`config.mk`:
```
export PLATFORM = sky130hd
export DESIGN_NAME = ex_mem_pipe_reg
export DESIGN_NICKNAME = d
export VERILOG_FILES = /design/src/rtl/ex_mem_pipe_reg.sv
export SDC_FILE = /design/constraint.sdc
export NUM_CORES = 1
export LEC_CHECK = 0
export BUFFER_PORTS_ARGS = -buffer_cell sky130_fd_sc_hd__buf_2
export CAP_MARGIN = 5
export CORE_ASPECT_RATIO = 0.8
export CORE_MARGIN = 2
export CORE_UTILIZATION = 35
export CTS_BUF_LIST = sky130_fd_sc_hd__clkbuf_8
export DETAILED_ROUTE_END_ITERATION = 10
export RECOVER_POWER = 100
export SYNTH_ARGS = -nofsm -noshare
export SYNTH_HDL_FRONTEND = slang
export SYNTH_SLANG_ARGS = --single-unit
```
`constraint.sdc`:
```
create_clock -name clk -period 2.15 [get_ports clk]
set_input_delay 0.3225 -clock clk [delete_from_list [all_inputs] [get_ports clk]]
set_output_delay 0.3225 -clock clk [all_outputs]
set_load 0.01 [all_outputs]
```
`src/rtl/ex_mem_pipe_reg.sv`:
```
// EX/MEM pipeline register with a two-slot skid buffer, flush bubbles, gated side-effect
// controls, a PC-source decision and a saturating stall counter. State moves on the falling edge.
module ex_mem_pipe_reg #(
    parameter int DATA_W = 16,
    parameter int REG_W  = 3,
    parameter int CNT_W  = 16
) (
    input  logic              clk,
    input  logic              rst,
    input  logic              flush,
    input  logic              in_valid,
    output logic              in_ready,
    input  logic              in_MemRead,
    input  logic              in_MemWrite,
    input  logic              in_Branch,
    input  logic              in_MemtoReg,
    input  logic              in_RegWrite,
    input  logic [DATA_W-1:0] in_BranchTarget,
    input  logic [DATA_W-1:0] in_ALUResult,
    input  logic              in_Zero,
    input  logic [DATA_W-1:0] in_ReadData_2,
    input  logic [REG_W-1:0]  in_WriteRegister,
    input  logic              out_ready,
    output logic              O_Valid,
    output logic              O_MemRead,
    output logic              O_MemWrite,
    output logic              O_Branch,
    output logic              O_MemtoReg,
    output logic              O_RegWrite,
    output logic [DATA_W-1:0] O_BranchTarget,
    output logic [DATA_W-1:0] O_ALUResult,
    output logic              O_Zero,
    output logic [DATA_W-1:0] O_Write_Data,
    output logic [REG_W-1:0]  O_WriteRegister,
    output logic              O_PCSrc,
    output logic [CNT_W-1:0]  stall_count
);

    typedef struct packed {
        logic              mem_read;
        logic              mem_write;
        logic              branch;
        logic              mem_to_reg;
        logic              reg_write;
        logic [DATA_W-1:0] branch_target;
        logic [DATA_W-1:0] alu_result;
        logic              zero;
        logic [DATA_W-1:0] write_data;
        logic [REG_W-1:0]  write_reg;
    } entry_t;

    entry_t            in_entry;
    entry_t            main_q;
    entry_t            skid_q;
    logic              main_valid;
    logic              skid_valid;
    logic [CNT_W-1:0]  stall_q;
    logic              accept;
    logic              drain;
    logic              stalled;

    assign in_entry = '{
        mem_read:      in_MemRead,
        mem_write:     in_MemWrite,
        branch:        in_Branch,
        mem_to_reg:    in_MemtoReg,
        reg_write:     in_RegWrite,
        branch_target: in_BranchTarget,
        alu_result:    in_ALUResult,
        zero:          in_Zero,
        write_data:    in_ReadData_2,
        write_reg:     in_WriteRegister
    };

    assign in_ready = !skid_valid;
    assign accept   = in_valid & in_ready;
    assign drain    = !main_valid | out_ready;
    assign stalled  = main_valid & !out_ready;

    // Skid entry is always older than a new input, so it wins the main slot when draining.
    always_ff @(negedge clk) begin
        if (rst) begin
            main_valid <= 1'b0;
            skid_valid <= 1'b0;
            main_q     <= '0;
            skid_q     <= '0;
            stall_q    <= '0;
        end else begin
            if (stalled && !flush && stall_q != {CNT_W{1'b1}})
                stall_q <= stall_q + {{(CNT_W-1){1'b0}}, 1'b1};

            if (flush) begin
                main_valid <= 1'b0;
                skid_valid <= 1'b0;
            end else if (drain) begin
                if (skid_valid) begin
                    main_q     <= skid_q;
                    main_valid <= 1'b1;
                    skid_valid <= accept;
                    if (accept)
                        skid_q <= in_entry;
                end else if (accept) begin
                    main_q     <= in_entry;
                    main_valid <= 1'b1;
                end else begin
                    main_valid <= 1'b0;
                end
            end else if (accept) begin
                skid_q     <= in_entry;
                skid_valid <= 1'b1;
            end
        end
    end

    // Side-effect controls are masked by valid; data fields keep their last loaded value.
    assign O_Valid         = main_valid;
    assign O_MemRead       = main_valid & main_q.mem_read;
    assign O_MemWrite      = main_valid & main_q.mem_write;
    assign O_Branch        = main_valid & main_q.branch;
    assign O_RegWrite      = main_valid & main_q.reg_write;
    assign O_MemtoReg      = main_q.mem_to_reg;
    assign O_BranchTarget  = main_q.branch_target;
    assign O_ALUResult     = main_q.alu_result;
    assign O_Zero          = main_q.zero;
    assign O_Write_Data    = main_q.write_data;
    assign O_WriteRegister = main_q.write_reg;
    assign O_PCSrc         = main_valid & main_q.branch & main_q.zero;
    assign stall_count     = stall_q;

endmodule

```
==> reports/results.tsv <==
stage	metric	value	unit
critical_path	crit_chain	and3_4 > buf_6	
cells_and_area	syn_to_final_growth	46.82	%
global_route	grt_max_degree	59	
power_and_ir_drop	leakage	3.704	nW
synthesis	yosysWarnings	0	
drt	num_vias	5523	
synthesis	synth_area	0.005821	sq mm
synthesis	yosysSeqAreaShare	0.4540	
cts	clk_pin_slew	0.04	ns
critical_path	cpMaxStageDelayCell	dfxtp_4	
die	ios	138	
power_and_ir_drop	p_per_area	716.3	mW/mm^2
critical_path	timing.rr.end	O_BranchTarget[1]$_SDFFE_NP0P_	
timing	finalMaxSlewViolations	0	
die	die_w	148.2	microns
synthesis	synth_xor_area_frac	0.001505	
timing	setup_violations	93	
global_route	antenna_found_initial	1	
timing	max_slew_margin	0.2860	
cts	cts_tree	done	
die	core	0.01640	sq mm
synthesis	synthTopCellsByArea	dfxtp_1, mux2i_1, nand2_1, a211oi_1, buf_4	
critical_path	reg2reg_from	skid_valid$_SDFFE_NP0P_	
place	routabilityCongestion	0.8223	
drt	wire_per_inst	13.19	microns
die	die_h	119.3	microns
synthesis	synth_compound_area_frac	0.1558	
hold_path	hp-class	reg -> reg	
synthesis	synthAdderAreaFrac	0.002150	
global_route	grt_usage	0.1777	
synthesis	synth_cells	670	
synthesis	synth_nets	733	
cts	hold_buffers	0	
synthesis	ys.flop_type	dfxtp_1	
place	hpwl	9.255	mm
drt	first_pass_iters	5	
critical_path	crit_path_max_incr_delay	0.38	ns
status	outcome	complete, but fails checks	
synthesis	synth_top_cell_by_area	dfxtp_1	
synthesis	yosysMostFrequentCell	dfxtp_1	
critical_path	critPathArrivalTime	2.18	ns
die	initial_core_util	0.3550	
critical_path	worstPathMaxFanout	7	
status	violations	negative setup slack	
cts	clkSinkCount	132	
drt	totalWireLength	15.35	mm
global_route	grt_pass1_vias	5540	
critical_path	critPathRequiredTime	1.83	ns
drt	avgViaCountPerCell	4.745	
timing	hold_viol	0	
timing	rsz0062_at_grt	true	
die	die-area	0.01768	sq mm
critical_path	startpoint_type	flop	
synthesis	synthMuxAreaShare	0.1006	
cts	cts.htree.levels	4	
power_and_ir_drop	power	6.121	mW
hold_path	min_from	skid_q[56]$_SDFFE_NP0P_	
drt	drcViolationCount	0	
cells_and_area	drive_gt1_frac	0.3972	
cts	cts-root-buf	clkbuf_8	
drt	dr.first_iter.drc_count	221	
place	io_buffers	137	
hold_path	min_path_cells	2	
timing	skew	0.01972	ns
synthesis	ys_types	44	
die	placementRows	42	
global_route	grt-ovfl-total	0	
synthesis	synth_top_family_by_area	simple AND/OR/NAND/NOR gates	
critical_path	reg2reg_depth	4	
synthesis	async_flop_share	0	
cts	clk_latency	0.46	ns
synthesis	synth_top_area_share	0.4540	
synthesis	synth_edf_count	0	
synthesis	synth_seq_cells	132	
synthesis	synth_top_cells_by_count	dfxtp_1, nand2_1, a21oi_1, nor2_1, a211oi_1	
timing	max_slew.worst_pin.slew	1.071	ns
cells_and_area	nets	994	
timing	finalWorstSetupSlack	-0.3509	ns
cts	clk_path_buf_depth	2	
timing	hold_ws	0.4479	ns
power_and_ir_drop	vdd_drop_max	0.3227	mV
cells_and_area	stdcell_count	1164	
synthesis	synth_area_per_cell	8.687	sq um
global_route	grt_pass1_wl	25.14	mm
critical_path	r2r_setup_slack	0.24	ns
cts	cts_buffers	17	
drt	ant_nets	0	
critical_path	end_kind	output port	
cells_and_area	fin_util	0.5212	
cells_and_area	diodes	0	
place	dp_cells	979	
cells_and_area	fillers	1600	
critical_path	setup.worst_path.class	reg -> out	
synthesis	synth-simple-area-share	0.1814	
hold_path	hold_path_end	skid_q[56]$_SDFFE_NP0P_	
job	cap_violations	0	
-- critical path: cells and delay by family, from the launching register on --
kind	cells	cell delay (ns)
and+or+nand+nor	1	0.18
buffers and inverters	1	0.10
DFF	1	0.38
-- report_power, final --
part           switching, mW  internal [mW]  total [mW]
clock network           1.63           1.22        2.85
logic                  0.309          0.346       0.655
registers             0.0586           2.56        2.62
-- per-layer routing --
layer	up-vias	track usage	routed length [microns]
met2	146	0.2593	7075
met3	26	0.09464	1014
met4	2	0.09702	238
li1	2797	-	-
met5	-	0	17
met1	2552	0.2089	7004
-- registers in the layout (all words and copies together), names as in the netlist --
signal,count
O_MemtoReg,1
main_q,4
O_BranchTarget,16
skid_valid,1
O_ALUResult,16
skid_q,57
O_WriteRegister,3
O_Zero,1
O_Write_Data,16
O_Valid,1
stall_count,16
-- area by class of cell --
cell class	count	area [sq um]	area share
repair buffers	209	1848	0.2163
inverters	4	17.52	0.002050
clock buffers	17	234.0	0.02738
multi-input cells	435	2823	0.3303
well taps	220	275.3	0.03221
flip-flops and latches	132	2744	0.3211
clock inverters	147	604.3	0.07072
-- timing repair --
| item | CTS | global route |
|---|---|---|
| endpoints found under the setup margin | 77 | 101 |
| pin swaps | 0 | 5 |
| buffers inserted | 9 | 11 |
| gates cloned | 0 | 2 |
| gates resized for setup | 147 | 15 |
-- worst max path at each step --
stage                         start                     endpoint  slack (ns)  cells past startpoint
6_report       O_Valid$_SDFFE_NP0N_                      O_PCSrc       -0.35                      2
5_1_grt        O_Valid$_SDFFE_NP0N_                      O_PCSrc       -0.42                      2
4_1_cts        O_Valid$_SDFFE_NP0N_                      O_PCSrc       -0.37                      2
3_5_place_dp              out_ready  stall_count[9]$_SDFFE_NP0P_       -0.50                      5
3_3_place_gp              out_ready  stall_count[0]$_SDFFE_NP0P_       -0.48                      4
2_1_floorplan             out_ready  stall_count[3]$_SDFFE_NP0P_       -0.29                      4
-- cell usage in the layout (no fill, tap or decap), types with 3 or more instances in the layout --
cell type / count
inv_4: 7
or3_1: 3
clkbuf_2: 3
nand2_1: 119
buf_12: 8
nor2_1: 64
o21ai_0: 6
a21oi_1: 65
dfxtp_4: 5
and2_1: 4
dfxtp_2: 66
clkinvlp_2: 5
buf_6: 78
nand3_1: 5
nand4_2: 3
dfxtp_1: 61
a211oi_1: 18
nor4_1: 3
inv_1: 137
clkbuf_8: 17
mux2i_1: 57
a211oi_2: 40
buf_4: 51
buf_2: 63
o31ai_1: 4
nor3_1: 7
-- logic make-up (layout without fill, tap and decap cells) --
logic type | Yosys count | in the layout
flip-flops | 132 | 132
multiplexers | 58 | 58
buffers and inverters | 103 | 377
AND/OR/NAND/NOR | 231 | 231
AO/OA/AOI/OAI | 144 | 144
adder cells (fa/ha/maj) | 1 | 1
XOR/XNOR | 1 | 1
-- through the flow --
step / cell area [sq um] / setup slack, ns / TNS [ns]
2_1_floorplan: 6216 / -0.2948 / -23.21
3_3_place_gp: 6995 / -0.4778 / -46.23
3_5_place_dp: 6995 / -0.4980 / -49.40
4_1_cts: 8438 / -0.3708 / -12.74
5_1_grt: 8546 / -0.4176 / -17.60
6_report: 8546 / -0.3509 / -11.35
Note: power is estimated with default switching activity, not from simulation.
